`config.mk`:
```
export PLATFORM = sky130hd
export DESIGN_NAME = sync_r2w_level
export DESIGN_NICKNAME = d
export VERILOG_FILES = /design/src/rtl/sync_r2w_level.sv
export SDC_FILE = /design/constraint.sdc
export NUM_CORES = 1
export LEC_CHECK = 0
export ABC_CLOCK_PERIOD_IN_PS = 7500
export CAP_MARGIN = 5
export CORE_MARGIN = 8
export CORE_UTILIZATION = 50
export CTS_CLUSTER_SIZE = 40
export DETAILED_ROUTE_END_ITERATION = 16
export MAX_ROUTING_LAYER = met4
export PLACE_DENSITY = 0.9
export RECOVER_POWER = 100
export SLEW_MARGIN = 40
export SYNTH_ARGS = -nofsm -noshare
export SYNTH_HDL_FRONTEND = slang
export SYNTH_SLANG_ARGS = --single-unit
```
`constraint.sdc`:
```
create_clock -name wclk -period 7.5 [get_ports wclk]
set_clock_uncertainty 0.1 [all_clocks]
set_input_delay 1.875 -clock wclk [delete_from_list [all_inputs] [get_ports wclk]]
set_output_delay 1.875 -clock wclk [all_outputs]
set_load 0.02 [all_outputs]
```
`src/rtl/sync_r2w_level.sv`:
```
// Read-to-write pointer synchronizer with registered occupancy, almost-full flag,
// per-cycle credit return and a sticky pointer-corruption detector.
module sync_r2w_level #(
  parameter int ADDRSIZE     = 6,
  parameter int AFULL_THRESH = 60
) (
  input  logic              wclk,
  input  logic              wrst_n,
  input  logic [ADDRSIZE:0] rptr,
  input  logic [ADDRSIZE:0] wptr,
  input  logic              werr_clr,
  output logic [ADDRSIZE:0] wq2_rptr,
  output logic [ADDRSIZE:0] wlevel,
  output logic              walmost_full,
  output logic [ADDRSIZE:0] wfreed,
  output logic              wptr_err
);

  localparam logic [ADDRSIZE:0] FULL_LEVEL = {1'b1, {ADDRSIZE{1'b0}}};

  logic [ADDRSIZE:0] wq1_rptr_q, wq1_rptr_d;
  logic [ADDRSIZE:0] wq2_rptr_q, wq2_rptr_d;
  logic [ADDRSIZE:0] rbin_q, rbin_d;
  logic [ADDRSIZE:0] wlevel_q, wlevel_d;
  logic              walmost_full_q, walmost_full_d;
  logic [ADDRSIZE:0] wfreed_q, wfreed_d;
  logic              wptr_err_q, wptr_err_d;
  logic [1:0]        startup_q, startup_d;

  logic [ADDRSIZE:0] rbin_s;
  logic [ADDRSIZE:0] wbin_s;
  logic              startup_done;
  logic              level_err;

  function automatic logic [ADDRSIZE:0] gray2bin(input logic [ADDRSIZE:0] g);
    logic [ADDRSIZE:0] b;
    b = '0;
    for (int i = 0; i <= ADDRSIZE; i++) begin
      b[i] = ^(g >> i);
    end
    return b;
  endfunction

  always_comb begin
    wq1_rptr_d     = rptr;
    wq2_rptr_d     = wq1_rptr_q;
    rbin_s         = gray2bin(wq2_rptr_q);
    wbin_s         = gray2bin(wptr);
    startup_done   = (startup_q == 2'd3);
    startup_d      = startup_done ? startup_q : startup_q + 2'd1;
    rbin_d         = rbin_s;
    wlevel_d       = wbin_s - rbin_s;
    // The flag comes from the next level so it lines up with wlevel, not one cycle behind it.
    walmost_full_d = (32'(wlevel_d) >= AFULL_THRESH);
    // Early samples may still be settling from reset, so no credit is returned yet.
    wfreed_d       = startup_done ? (rbin_s - rbin_q) : '0;
    level_err      = startup_done && (wlevel_d > FULL_LEVEL);
    wptr_err_d     = wptr_err_q;
    if (level_err) begin
      wptr_err_d = 1'b1;
    end else if (werr_clr) begin
      wptr_err_d = 1'b0;
    end
  end

  always_ff @(posedge wclk or negedge wrst_n) begin
    if (!wrst_n) begin
      wq1_rptr_q     <= '0;
      wq2_rptr_q     <= '0;
      rbin_q         <= '0;
      wlevel_q       <= '0;
      walmost_full_q <= 1'b0;
      wfreed_q       <= '0;
      wptr_err_q     <= 1'b0;
      startup_q      <= 2'd0;
    end else begin
      wq1_rptr_q     <= wq1_rptr_d;
      wq2_rptr_q     <= wq2_rptr_d;
      rbin_q         <= rbin_d;
      wlevel_q       <= wlevel_d;
      walmost_full_q <= walmost_full_d;
      wfreed_q       <= wfreed_d;
      wptr_err_q     <= wptr_err_d;
      startup_q      <= startup_d;
    end
  end

  assign wq2_rptr     = wq2_rptr_q;
  assign wlevel       = wlevel_q;
  assign walmost_full = walmost_full_q;
  assign wfreed       = wfreed_q;
  assign wptr_err     = wptr_err_q;

endmodule

```
==> out/metrics.yaml <==
floorplan:
  num_io_pins: 40
  initial_utilization_pct: 52.3
  die_w_um: 77.9
  num_rows: 22
  die-height_um: 77.9
  die_area_um2: 6070
  coreArea_um2: 3660
timing:
  fin_crit_sh_pct: 72.9
  final_max_slew_viol_count: 40
  fin_crit_ns: 5.47
  holdWs_ns: 0.251
  finalHoldViolCount: 0
  final.setup.worst_slack_ns: 2.03
  fmax_ghz: 0.183
  finalSetupViolations: 0
  max-slew-margin-rel_pct: -31.7
  rsz0062_at_grt: "false"
  worst_slew_pin_slew_ns: 1.98
  fin_tns_setup_ns: 0
status:
  outcome: "complete, but fails checks"
  failed_checks: "capacitance limit, slew limit"
setup_path:
  required_ns: 7.56
  worstSetupPathType: "primary input to flip-flop"
  cp_data_arrival_time_ns: 5.53
  worstPathMaxFanout: 7
  end_kind: "flip-flop"
  start_kind: "primary input"
placement:
  dp_hpwl_um: 2900
  placed_cells: 247
  gp_congestion: 0.844
  placed_area_um2: 2350
  place_worst_setup_slack_ns: 1.87
  portBuffers: 39
synth:
  ys_top_cells_by_area: "dfrtp_1 51%, ha_1 8.5%, xnor2_1 5.0%"
  synthesis.area_um2: 1920
  synthesis.nets: 192
  yosys.area.top_type: "dfrtp_1"
  seq_area_frac_synth_pct: 50.9
  avgSynthCellArea_um2: 11.8
  yosysWarnings: 0
  yosysMostFrequentCell: "dfrtp_1"
  synth.distinct_cells: 43
  synth_ff_type: "dfrtp_1"
  synth_edf_count: 0
  async_reset_ff_share_pct: 100
  synth_common_cells: "39 x dfrtp_1, 19 x inv_1, 13 x ha_1, 11 x xnor2_1"
  yosys.area.top_type_share_pct: 50.9
  ys_seq_elements: 39
  syn_inst: 162
clock_network:
  clk_pin_slew_ns: 0.08
  cts.htree.levels: 2
  hold_buffers: 0
  cts_setup_buffers: 0
  clockBufferDepth: 2
  cts.sinks: 39
  clock_latency_ns: 0.28
  cts_made_buffers: 5
  cts_tree: "built"
  ctsResizeCount: 0
  root_buffer: "clkbuf_8"
pwr:
  power.leakage_nw: 1.15
  ir_drop_uv: 177
  comb_power_share_pct: 45.9
  p_per_area_nw_per_um2: 364
  switching_share_pct: 35.5
  power_uw: 898
  seqPwrFrac_pct: 31.5
  p_sw_uw: 319
  pwr-share-clk_pct: 22.7
  p_int_uw: 580
finish:
  diodes: 0
  area_delta_synth_final_pct: 28.8
  drive_gt1_share_pct: 5.80
  multi_input_area_um2: 840
  seq_area_um2: 976
  fillerInstances: 259
  postLayoutCellArea_um2: 2470
  post-route-util_pct: 67.4
  nets: 236
  final-instance-count-excl-fill: 255
routing:
  route.detailed.drc: 0
  drt-initial-drc-count: 79
  drt-wirelength-per-cell_um: 14.9
  dr.pass1.iters: 4
  drt-total-wl_um: 3790
  ant_nets: 0
  via_per_inst: 5.34
  vias: 1361
global_routing:
  grt_pass1_wl_um: 6430
  track_usage_pct: 13.5
  grt_busiest_layer: "met2"
  grt_pass1_vias: 1445
  grt_use_met2_pct: 22.1
  gr-usage-met3_pct: 4.15
  grtUsageMet1_pct: 14.7
  antenna_found_initial: 0
  overflow: 0
  grt_start_max_net_pins: 40
worst_hold_path:
  hp-class: "flip-flop to flip-flop"
flow_run:
  cap_violations: 1
power by group through the flow:
stage          logic, mW  clock network, mW  registers, mW
2_1_floorplan      0.219                  0          0.347
3_3_place_gp       0.422                  0          0.286
3_5_place_dp       0.433                  0          0.290
4_1_cts            0.436              0.207          0.286
5_1_grt            0.452              0.216          0.288
6_report           0.412              0.204          0.283
logic make-up (layout without fill, tap and decap cells):
family | Yosys count | count (layout) | synth area share, %
mux | 2 | 2 | 1.11
flops | 39 | 39 | 50.9
compound gates | 31 | 31 | 11.8
simple gates | 30 | 30 | 7.84
fa+ha+maj | 14 | 14 | 9.08
buf+inv | 21 | 66 | 4.31
xor+xnor | 25 | 25 | 14.9
worst max-delay path, stage by stage:
cell	delay, ns
dlygate4sd3_1	0.60
xor3_1	0.51
xnor3_1	0.50
xnor2_1	0.20
ha_1	0.16
inv_1	0.05
ha_1	0.21
or4_1	0.51
o221ai_1	0.19
nor3_1	0.10
or3_1	0.37
o31a_1	0.25
path summary, 6_finish.rpt:
path                          startpoint           to  slack, ns  depth (start not counted)
hold / removal             wq1_rptr_q[3]  wq2_rptr[3]       0.25                          0
max in group asynchronous         wrst_n    wfreed[1]       4.12                          1
setup / recovery                 wptr[6]     wptr_err       2.03                         12
setup reg to reg             wq2_rptr[6]     wptr_err       3.35                         12
hold reg to reg            wq1_rptr_q[3]  wq2_rptr[3]       0.25                          0
min in group asynchronous         wrst_n    wfreed[5]       2.04                          1
area by class of cell:
| type | count | share of cell area [%] |
|---|---|---|
| repair buffers | 39 | 15.6 |
| flip-flops and latches | 39 | 39.6 |
| clock buffers | 5 | 2.79 |
| clock inverters | 3 | 2.74 |
| multi-input cells | 102 | 34.0 |
| well taps | 48 | 2.43 |
| inverters | 19 | 2.89 |
sequential cells by signal, summed over array words and instances (netlist names):
| name | flops |
|---|---|
| startup_q | 2 |
| rbin_q | 7 |
| wptr_err | 1 |
| wlevel | 7 |
| wq1_rptr_q | 7 |
| wfreed | 7 |
| wq2_rptr | 7 |
| walmost_full | 1 |
per-layer routing:
metal | share of wire (%) | up-vias | wire [µm]
met5 | 0 | - | 0
met4 | 1.3 | 0 | 51
met3 | 6.4 | 8 | 241
met2 | 50 | 53 | 1910
met1 | 42 | 656 | 1590
li1 | - | 644 | -
cell usage in the layout, fill, tap and decap left out, types with 2 or more instances in the layout:
cell type	n
a21oi_1	8
nand2_1	9
nand3_1	3
o21ai_0	4
xor2_1	9
dfrtp_1	39
clkdlybuf4s50_1	7
nor3_1	2
o211ai_1	2
clkbuf_8	5
nor2_1	6
dlygate4sd3_1	31
inv_1	19
xnor2_1	12
ha_1	13
a2111o_1	2
bufinv_16	2
xnor3_1	3
a21o_1	2
or3_1	2
o21a_1	3
Note: power is estimated with default switching activity, not from simulation.
